===== src/rtl/cfg_manager.sv =====
// Control/status register file written by the CPU over the BRAM-style bus (select SEL_CONFIG).
// Define CFG_READBACK_EN for full register readback; default build reads back only status and VERSION.
module cfg_manager #(
    parameter logic [15:0] VERSION    = 16'h0001,
    parameter logic [1:0]  SEL_CONFIG = 2'd0
) (
    input  logic        CLK,
    input  logic        RST,
    input  logic        BUS_EN,
    input  logic        BUS_WE,
    input  logic [1:0]  BRAM_SELECT,
    input  logic [13:0] BRAM_ADDR,
    input  logic [15:0] DATA_IN,
    output logic [15:0] DATA_OUT,
    input  logic        THERMO,
    output logic        MOD_CLK_INIT,
    output logic        SEQ_CLK_INIT,
    output logic [15:0] MOD_CLK_CYCLE,
    output logic [15:0] MOD_CLK_DIV,
    output logic [15:0] SEQ_CLK_CYCLE,
    output logic [15:0] SEQ_CLK_DIV,
    output logic [63:0] SYNC0_TIME,
    output logic [15:0] WAVELENGTH,
    output logic [15:0] SEQ_ADDR_OFFSET,
    output logic [15:0] MOD_ADDR_OFFSET,
    output logic        SEQ_MODE,
    output logic        SEQ_DATA_MODE,
    output logic        SILENT,
    output logic        FORCE_FAN,
    output logic        OUTPUT_EN,
    output logic        OUTPUT_BALANCE
);

`ifdef CFG_READBACK_EN
    localparam int CTRL_W = 15;
`else
    // CTRL bits 14:6 have no consumer without readback, so only the live bits are kept.
    localparam int CTRL_W = 6;
`endif

    logic              strb_meta;
    logic              strb_sync;
    logic              armed;
    logic [1:0]        warm;
    logic              commit;
    logic              init_pulse;
    logic [CTRL_W-1:0] ctrl;
    logic [15:0]       rd_data;

    // armed only sets once a synchronised low is seen after the pipeline has refilled,
    // so a strobe already high when reset releases never commits.
    always_ff @(posedge CLK) begin
        if (RST) begin
            strb_meta <= 1'b0;
            strb_sync <= 1'b0;
            armed     <= 1'b0;
            warm      <= '0;
        end else begin
            strb_meta <= BUS_EN & BUS_WE;
            strb_sync <= strb_meta;
            warm      <= {warm[0], 1'b1};
            if (strb_sync)
                armed <= 1'b0;
            else if (warm[1])
                armed <= 1'b1;
        end
    end

    assign commit = strb_sync & armed & (BRAM_SELECT == SEL_CONFIG);

    always_ff @(posedge CLK) begin
        if (RST) begin
            ctrl            <= '0;
            init_pulse      <= 1'b0;
            SEQ_CLK_CYCLE   <= '0;
            SEQ_CLK_DIV     <= '0;
            MOD_CLK_CYCLE   <= '0;
            MOD_CLK_DIV     <= '0;
            MOD_ADDR_OFFSET <= '0;
            SEQ_ADDR_OFFSET <= '0;
            WAVELENGTH      <= '0;
            SYNC0_TIME      <= '0;
        end else begin
            init_pulse <= 1'b0;
            if (commit) begin
                case (BRAM_ADDR)
                    14'h00: begin
                        ctrl       <= DATA_IN[CTRL_W-1:0];
                        init_pulse <= DATA_IN[15];
                    end
                    14'h02: SEQ_CLK_CYCLE     <= DATA_IN;
                    14'h03: SEQ_CLK_DIV       <= DATA_IN;
                    14'h04: MOD_CLK_CYCLE     <= DATA_IN;
                    14'h05: MOD_CLK_DIV       <= DATA_IN;
                    14'h06: MOD_ADDR_OFFSET   <= DATA_IN;
                    14'h07: SEQ_ADDR_OFFSET   <= DATA_IN;
                    14'h08: WAVELENGTH        <= DATA_IN;
                    14'h09: SYNC0_TIME[15:0]  <= DATA_IN;
                    14'h0A: SYNC0_TIME[31:16] <= DATA_IN;
                    14'h0B: SYNC0_TIME[47:32] <= DATA_IN;
                    14'h0C: SYNC0_TIME[63:48] <= DATA_IN;
                    default: ;
                endcase
            end
        end
    end

    always_comb begin
        rd_data = '0;
        case (BRAM_ADDR)
            14'h01: rd_data = {15'b0, THERMO};
            14'h3F: rd_data = VERSION;
`ifdef CFG_READBACK_EN
            14'h00: rd_data = {1'b0, ctrl};
            14'h02: rd_data = SEQ_CLK_CYCLE;
            14'h03: rd_data = SEQ_CLK_DIV;
            14'h04: rd_data = MOD_CLK_CYCLE;
            14'h05: rd_data = MOD_CLK_DIV;
            14'h06: rd_data = MOD_ADDR_OFFSET;
            14'h07: rd_data = SEQ_ADDR_OFFSET;
            14'h08: rd_data = WAVELENGTH;
            14'h09: rd_data = SYNC0_TIME[15:0];
            14'h0A: rd_data = SYNC0_TIME[31:16];
            14'h0B: rd_data = SYNC0_TIME[47:32];
            14'h0C: rd_data = SYNC0_TIME[63:48];
`endif
            default: rd_data = '0;
        endcase
    end

    always_ff @(posedge CLK) begin
        if (RST)
            DATA_OUT <= '0;
        else
            DATA_OUT <= (BRAM_SELECT == SEL_CONFIG) ? rd_data : '0;
    end

    assign OUTPUT_EN      = ctrl[0];
    assign OUTPUT_BALANCE = ctrl[1];
    assign SILENT         = ctrl[2];
    assign FORCE_FAN      = ctrl[3];
    assign SEQ_MODE       = ctrl[4];
    assign SEQ_DATA_MODE  = ctrl[5];
    assign MOD_CLK_INIT   = init_pulse;
    assign SEQ_CLK_INIT   = init_pulse;

endmodule


===== config.mk =====
export PLATFORM = sky130hd
export DESIGN_NAME = cfg_manager
export DESIGN_NICKNAME = d
export VERILOG_FILES = /design/src/rtl/cfg_manager.sv
export SDC_FILE = /design/constraint.sdc
export NUM_CORES = 1
export LEC_CHECK = 0
export ABC_AREA = 1
export BUFFER_PORTS_ARGS = -buffer_cell sky130_fd_sc_hd__buf_2
export CAP_MARGIN = 25
export CELL_PAD_IN_SITES_DETAIL_PLACEMENT = 1
export CELL_PAD_IN_SITES_GLOBAL_PLACEMENT = 1
export CORE_MARGIN = 3
export CORE_UTILIZATION = 39
export DETAILED_ROUTE_END_ITERATION = 10
export HOLD_SLACK_MARGIN = 0.12
export PLACE_DENSITY = 0.95
export SKIP_CTS_REPAIR_TIMING = 1
export SYNTH_ARGS = -nofsm -noshare
export SYNTH_HDL_FRONTEND = slang
export SYNTH_SLANG_ARGS = --single-unit

===== constraint.sdc =====
create_clock -name CLK -period 2.7 [get_ports CLK]
set_input_delay 0.54 -clock CLK [delete_from_list [all_inputs] [get_ports CLK]]
set_output_delay 0.54 -clock CLK [all_outputs]
set_load 0.02 [all_outputs]

==> impl_metrics.py, run 1 <==
metrics = {
    "logic_synthesis": {
        "synthSimpleGateAreaFrac": 0.3161,
        "synth-compound-area-share": 0.1117,
        "seq_area_frac_synth": 0.4614,
        "synth_top_family_by_area": "simple AND/OR/NAND/NOR gates",
        "synth_top_area_cell": "dfxtp_1",
        "synth_xor_area_frac": 0,
        "synth.cell_area_mm2": 0.008200,
        "synth_area_leaders": "dfxtp_1, nand3_1, a21oi_1",
        "synth_mux_area_frac": 0,
        "synth_cells": 1126,
        "ys_seq_elements": 189,
        "synthAdderAreaFrac": 0,
        "syn_area_per_cell_um2": 7.283,
        "yosysUniqueCellTypes": 20,
        "ys_warn_count": 0,
        "synth_top_cell_area_share": 0.4614,
    },
    "setup_path": {
        "cp-end-kind": "register",
        "cp-startpoint": "strb_sync",
        "rr_startpoint": "strb_sync",
        "arrival_ns": 2.15,
        "critPathMaxStageDelay_ns": 0.52,
        "path_cells": "nand2_1 > inv_1 > nand2_2 > nor2_4 > buf_4 > a21oi_1 > nor2_1",
        "crit_fanout": 22,
        "cp_slowest_cell": "nor2_4",
        "worstSetupPathType": "reg2reg",
        "crit_end": "WAVELENGTH[13]",
        "reg2reg_depth": 7,
        "cp.required_ns": 3.05,
        "r2r_slack_ns": 0.90,
        "cp-start-kind": "register",
        "reg2reg_to": "WAVELENGTH[13]",
    },
    "drt": {
        "drt.antenna.violating_nets": 0,
        "wl_per_cell_um": 17.99,
        "drt_iter0_drc": 492,
        "firstDrtPassIters": 5,
        "routed_wl_um": 28040,
        "vias_per_cell": 5.139,
        "drcViolationCount": 0,
        "vias": 8012,
    },
    "cts": {
        "tritoncts": "done",
        "clock_sinks": 189,
        "cts.path.max_buffers": 2,
        "worstSkewPairLatency_ns": 0.43,
        "htree_levels": 4,
        "cts_made_buffers": 17,
        "cts_root_buf": "clkbuf_16",
        "path_clk_slew_ns": 0.07,
    },
    "cells_and_area": {
        "fillCellCount": 2682,
        "layout_common_cells": "buf_2, nand2_1, nor2_1",
        "fin_nets": 1313,
        "drive_gt1_frac": 0.2289,
        "num_antenna_cells": 0,
        "area_growth_pct": 18.66,
        "final_common_cell": "buf_2",
    },
    "pwr": {
        "cellPowerDensity_mw_per_mm2": 582.9,
        "p_int_uw": 4310,
        "combinationalPowerShare": 0.051,
        "switching_share": 0.2400,
        "power_frac_seq": 0.492,
        "vdd_ir_drop_max_v": 0.0003799,
        "p_sw_uw": 1361,
        "power_frac_clock": 0.457,
        "p_leak_uw": 0.004476,
    },
    "grt": {
        "grt_pass1_vias": 7811,
        "grt_max_degree": 135,
        "grtUsageMet1": 0.3066,
        "met2_usage": 0.4106,
        "grt_first_pass_wirelength_um": 42570,
        "grt_usage": 0.2410,
        "antenna_found_initial": 1,
        "top_usage_layer": "met2",
        "grt-ovfl-total": 0,
        "grt_use_met3": 0.05476,
    },
    "sta": {
        "hold_viol": 0,
        "fin_crit_sh": 0.6678,
        "slew_headroom": 0.4211,
        "worst_pin_slew_ns": 0.8674,
        "setup_ws_ns": 0.8970,
        "fmax_mhz": 554.6,
        "fin_skew_ns": 0.008050,
        "finalMaxSlewViolations": 0,
        "tns_ns": 0,
        "finalCriticalPeriod_ns": 1.803,
        "setup_viol": 0,
        "rsz0062_at_grt": "false",
    },
    "place": {
        "dpl_worst_slack_ns": 0.5348,
        "place.gp.congestion": 0.7273,
        "port-buffer-count": 221,
        "dp_hpwl_um": 17950,
    },
    "floorplan": {
        "rows": 52,
        "core_region_area_mm2": 0.02043,
        "die_h_um": 151.0,
        "ioPinCount": 237,
        "start_util": 0.4014,
        "die_x_um": 151.0,
        "die-area_mm2": 0.02280,
    },
    "status": {
        "status": "completed",
    },
    "job": {
        "drv_cap": 0,
    },
    "min_path": {
        "hp-class": "in2reg",
    },
}
[power by group through the flow]
stage	registers (uW)	clock network [uW]	logic [uW]
after floorplan	2850	0	190
after global placement	2850	0	279
after detailed placement	2850	0	287
after CTS	2790	2630	289
after global routing	2790	2750	316
final	2790	2590	290
[through the flow]
stage / cell area, um2 / total power (uW) / hold WS [ns] / util / cells
floorplan: 8253 / 3045 / 0.3883 / - / 1140
global placement: 9130 / 3134 / 0.3927 / 0.4469 / 1527
detailed placement: 9130 / 3142 / 0.3979 / 0.4469 / 1527
CTS: 9731 / 5705 / 0.3728 / 0.4763 / 1559
global route: 9731 / 5852 / 0.3828 / 0.4763 / 1559
finish: 9731 / 5671 / 0.3892 / 0.4763 / 1559
[area by class of cell]
type / instances / area, um2 / area share
Clock buffer: 21 / 470.5 / 0.04835
Clock inverter: 11 / 130.1 / 0.01337
Inverter: 26 / 102.6 / 0.01054
Multi-Input combinational cell: 798 / 3565 / 0.3663
Sequential cell: 189 / 3784 / 0.3888
Tap cell: 270 / 337.8 / 0.03472
Timing Repair Buffer: 244 / 1341 / 0.1378
[worst min path at each step]
stage / start / end / slack, ns / depth (start not counted)
detailed placement: warm[0] / warm[1] / 0.40 / 2
global placement: warm[0] / warm[1] / 0.39 / 2
finish: BUS_WE / strb_meta / 0.39 / 3
floorplan: strb_meta / strb_sync / 0.39 / 2
global route: BUS_WE / strb_meta / 0.38 / 3
CTS: BUS_WE / strb_meta / 0.37 / 3
[worst max-delay path: cells and delay by family (launching register included)]
family	cells	cell delay, ns
AO/OA/AOI/OAI	1	0.09
flip-flops	1	0.35
AND/OR/NAND/NOR	4	0.93
buffers and inverters	2	0.34
[state kept, by name, indices dropped and copies added (netlist names), 2 cells and up]
| name | cells |
|---|---|
| SYNC0_TIME | 64 |
| MOD_ADDR_OFFSET | 16 |
| MOD_CLK_CYCLE | 16 |
| MOD_CLK_DIV | 16 |
| SEQ_ADDR_OFFSET | 16 |
| SEQ_CLK_CYCLE | 16 |
| SEQ_CLK_DIV | 16 |
| WAVELENGTH | 16 |
| ctrl | 6 |
| warm | 2 |
[routing by layer]
| metal | wire length (um) | up-vias | share of wire |
|---|---|---|---|
| met5 | 13 | - | 0.00046 |
| met4 | 499 | 2 | 0.018 |
| met3 | 1859 | 35 | 0.066 |
| met2 | 13810 | 232 | 0.49 |
| met1 | 11850 | 3821 | 0.42 |
| li1 | - | 3922 | - |
[cells by family (layout without fill, tap and decap cells)]
kind of cell    Yosys count  in the layout
simple gates            600            600
flops                   189            189
compound gates          183            183
buf+inv                 153            302
other cells               1             15
[synth_stat cells]
library cell and count:
nand2_1 198, nor2_1 195, dfxtp_1 189, nand3_1 184, a21oi_1 183, buf_2 48
buf_4 46, inv_1 25, buf_6 13, clkbuf_1 12, nor2_4 10, buf_1 8
nor2_2 6, nand4_1 2, nor3_1 2, conb_1 1, inv_2 1, nand2_2 1
nand3b_1 1, nor3_2 1
(Power assumes the default switching activity.)
==> inputs of run 2 (changes only) <==
--- a/config.mk
+++ b/config.mk
@@ -5,16 +5,16 @@
 export SDC_FILE = /design/constraint.sdc
 export NUM_CORES = 1
 export LEC_CHECK = 0
-export ABC_AREA = 1
+export ABC_AREA = 0
 export BUFFER_PORTS_ARGS = -buffer_cell sky130_fd_sc_hd__buf_2
 export CAP_MARGIN = 25
 export CELL_PAD_IN_SITES_DETAIL_PLACEMENT = 1
 export CELL_PAD_IN_SITES_GLOBAL_PLACEMENT = 1
 export CORE_MARGIN = 3
-export CORE_UTILIZATION = 39
+export CORE_UTILIZATION = 34
 export DETAILED_ROUTE_END_ITERATION = 10
 export HOLD_SLACK_MARGIN = 0.12
-export PLACE_DENSITY = 0.95
+export PLACE_DENSITY = 0.87
 export SKIP_CTS_REPAIR_TIMING = 1
 export SYNTH_ARGS = -nofsm -noshare
 export SYNTH_HDL_FRONTEND = slang
==> constraint.sdc (replaced) <==
create_clock -name CLK -period 1.6 [get_ports CLK]
set_input_delay 0.32 -clock CLK [delete_from_list [all_inputs] [get_ports CLK]]
set_output_delay 0.32 -clock CLK [all_outputs]
set_load 0.02 [all_outputs]
==> impl_metrics.py, run 2 <==
metrics = {
    "status": {
        "status": "complete, but fails checks",
        "violations": "negative setup slack",
    },
    "place": {
        "port-buffer-count": 221,
        "place.gp.congestion": 0.8026,
        "dpl_worst_slack_ns": -0.5861,
        "dp_hpwl_um": 16490,
    },
    "logic_synthesis": {
        "yosysUniqueCellTypes": 24,
        "synth.cell_area_mm2": 0.006964,
        "synth_top_cell_area_share": 0.5433,
        "ys_warn_count": 0,
        "synthArstFlopShare": 0,
        "synthFlopType": "dfxtp_1",
        "synthTopCellsByCount": "nand2_1, dfxtp_1, mux2i_1",
        "ys_seq_elements": 189,
        "synth_area_leaders": "dfxtp_1, mux2i_1, nand2_1",
        "seq_area_frac_synth": 0.5433,
        "yosysMostFrequentCell": "nand2_1",
        "syn_area_per_cell_um2": 10.26,
        "synth_edf_count": 0,
        "synth_top_area_cell": "dfxtp_1",
        "synth_cells": 679,
    },
    "pwr": {
        "combinationalPowerShare": 0.046,
        "p_int_uw": 7136,
        "vdd_ir_drop_max_v": 0.0006919,
        "cellPowerDensity_mw_per_mm2": 983.9,
        "power_frac_seq": 0.505,
        "p_sw_uw": 2185,
        "fin_total_pwr_uw": 9322,
        "power_frac_clock": 0.449,
        "p_leak_uw": 0.005383,
        "switching_share": 0.2344,
    },
    "cells_and_area": {
        "layout_common_cells": "buf_2, nand2_1, dfxtp_1",
        "area_growth_pct": 36.04,
        "drive_gt1_frac": 0.3484,
        "num_antenna_cells": 0,
        "final_common_cell": "buf_2",
        "utilization": 0.4789,
        "fin_nets": 951,
        "largest_register_ffs": 64,
        "regMostFlops": "SYNC0_TIME",
    },
    "grt": {
        "antenna_found_initial": 0,
        "grt_max_degree": 50,
        "grt_first_pass_wirelength_um": 34900,
        "grt_usage": 0.2066,
        "grt-ovfl-total": 0,
        "grt_pass1_vias": 6037,
    },
    "drt": {
        "drcViolationCount": 0,
        "vias": 5667,
        "vias_per_cell": 4.754,
        "routed_wl_um": 23290,
        "drt.antenna.violating_nets": 0,
        "firstDrtPassIters": 4,
        "drt_iter0_drc": 169,
        "wl_per_cell_um": 19.54,
    },
    "job": {
        "drv_cap": 0,
    },
    "cts": {
        "cts_made_buffers": 17,
        "htree_levels": 4,
        "tritoncts": "done",
        "clock_sinks": 189,
        "cts.path.max_buffers": 2,
        "worstSkewPairLatency_ns": 0.42,
        "cts_root_buf": "clkbuf_16",
        "path_clk_slew_ns": 0.07,
    },
    "sta": {
        "hold_slack_ns": 0.1362,
        "rsz0062_at_grt": "true",
        "worst_pin_slew_ns": 0.5857,
        "finalCriticalPeriod_ns": 2.019,
        "fin_crit_sh": 1.262,
        "finalMaxSlewViolations": 0,
        "fmax_mhz": 495.4,
        "fin_skew_ns": 0.01175,
        "slew_headroom": 0.6086,
        "setup_viol": 183,
        "hold_viol": 0,
        "setup_ws_ns": -0.4185,
    },
    "setup_path": {
        "cp_slowest_cell": "or4bb_4",
        "path_cells": "or4bb_4 > nor4_4 > buf_4 > buf_12 > and4_4 > buf_12 > mux2i_1",
        "crit_buf_inv": 3,
        "crit_top_cell": "buf_12",
        "critPathMaxStageDelay_ns": 0.56,
        "cp-end-kind": "register",
        "cp.required_ns": 1.93,
        "cp-start-kind": "register",
        "arrival_ns": 2.35,
        "r2r_slack_ns": -0.42,
        "worstSetupPathType": "reg2reg",
        "crit_fanout": 9,
        "critPathTopFamily": "simple AND/OR/NAND/NOR gates",
    },
    "floorplan": {
        "die_x_um": 149.1,
        "die-area_mm2": 0.02224,
        "die_h_um": 149.1,
        "ioPinCount": 237,
        "rows": 51,
        "core_region_area_mm2": 0.01978,
        "start_util": 0.3521,
    },
    "min_path": {
        "hp-class": "in2reg",
    },
}
-- run 2: cell types whose count changed in the layout (fill, tap and decap cells not counted), sizes merged, moves of 6 or more --
cell   previous run  this run
nor2            211         5
a21oi           183         0
mux2i             0       182
nand3           184         7
buf             244       269
inv              30         5
nor2b             0         6
-- run 2: stage by stage --
step | area (um2) | TNS, ns | std cells
2_1_floorplan | 7111 | -105.64 | 693
3_3_place_gp | 8786 | -81.98 | 1157
3_5_place_dp | 8786 | -82.03 | 1157
4_1_cts | 9363 | -51.99 | 1189
5_1_grt | 9474 | -63.03 | 1192
6_report | 9474 | -52.14 | 1192
-- run 2: worst register-to-register path, stage by stage, from the launching register on --
cell and delay, ns:
dfxtp_2 0.33, or4bb_4 0.56, nor4_4 0.15, buf_4 0.19, buf_12 0.12, and4_4 0.24
buf_12 0.14, mux2i_1 0.21
-- run 2: cells by family (layout without fill, tap and decap cells) --
| kind of cell | Yosys count | count (layout) | share of synthesized area |
|---|---|---|---|
| other | 1 | 15 | 0.0005385 |
| AO/OA/AOI/OAI | 1 | 1 | 0.001437 |
| flip-flops | 189 | 189 | 0.5433 |
| AND/OR/NAND/NOR | 236 | 236 | 0.1452 |
| buffers and inverters | 70 | 304 | 0.04797 |
| multiplexers | 182 | 182 | 0.2616 |
-- run 2: final timing paths --
| path | cells after the start | from | to |
|---|---|---|---|
| setup / recovery | 7 | armed | SEQ_CLK_DIV[14] |
| hold / removal | 2 | BUS_WE | strb_meta |
| setup reg to reg | 7 | armed | SEQ_CLK_DIV[14] |
| hold reg to reg | 1 | strb_sync | armed |
-- run 2: layout make-up --
class                      count  area [um2]
fill                        2264       10310
timing repair buffer         271        1794
multi-input combinational    434        2978
tap                          265       331.6
clock inverter                11       106.4
sequential                   189        3785
clock buffer                  21       470.5
inverter                       1       8.758
-- run 2: power groups by stage --
stage                     logic, uW  clock network, uW  registers [uW]
after CTS                       434               4280            4710
after global placement          427                  0            4820
after detailed placement        431                  0            4820
after floorplan                 228                  0            4820
after global routing            464               4470            4710
final                           431               4180            4710
-- run 2: layer usage --
metal / GRT usage / up-vias / part of all wire
met5: 0 / - / 0
met4: 0.05675 / 0 / 0.019
met3: 0.06442 / 30 / 0.064
met2: 0.3704 / 175 / 0.52
met1: 0.2374 / 2784 / 0.40
li1: - / 2678 / -
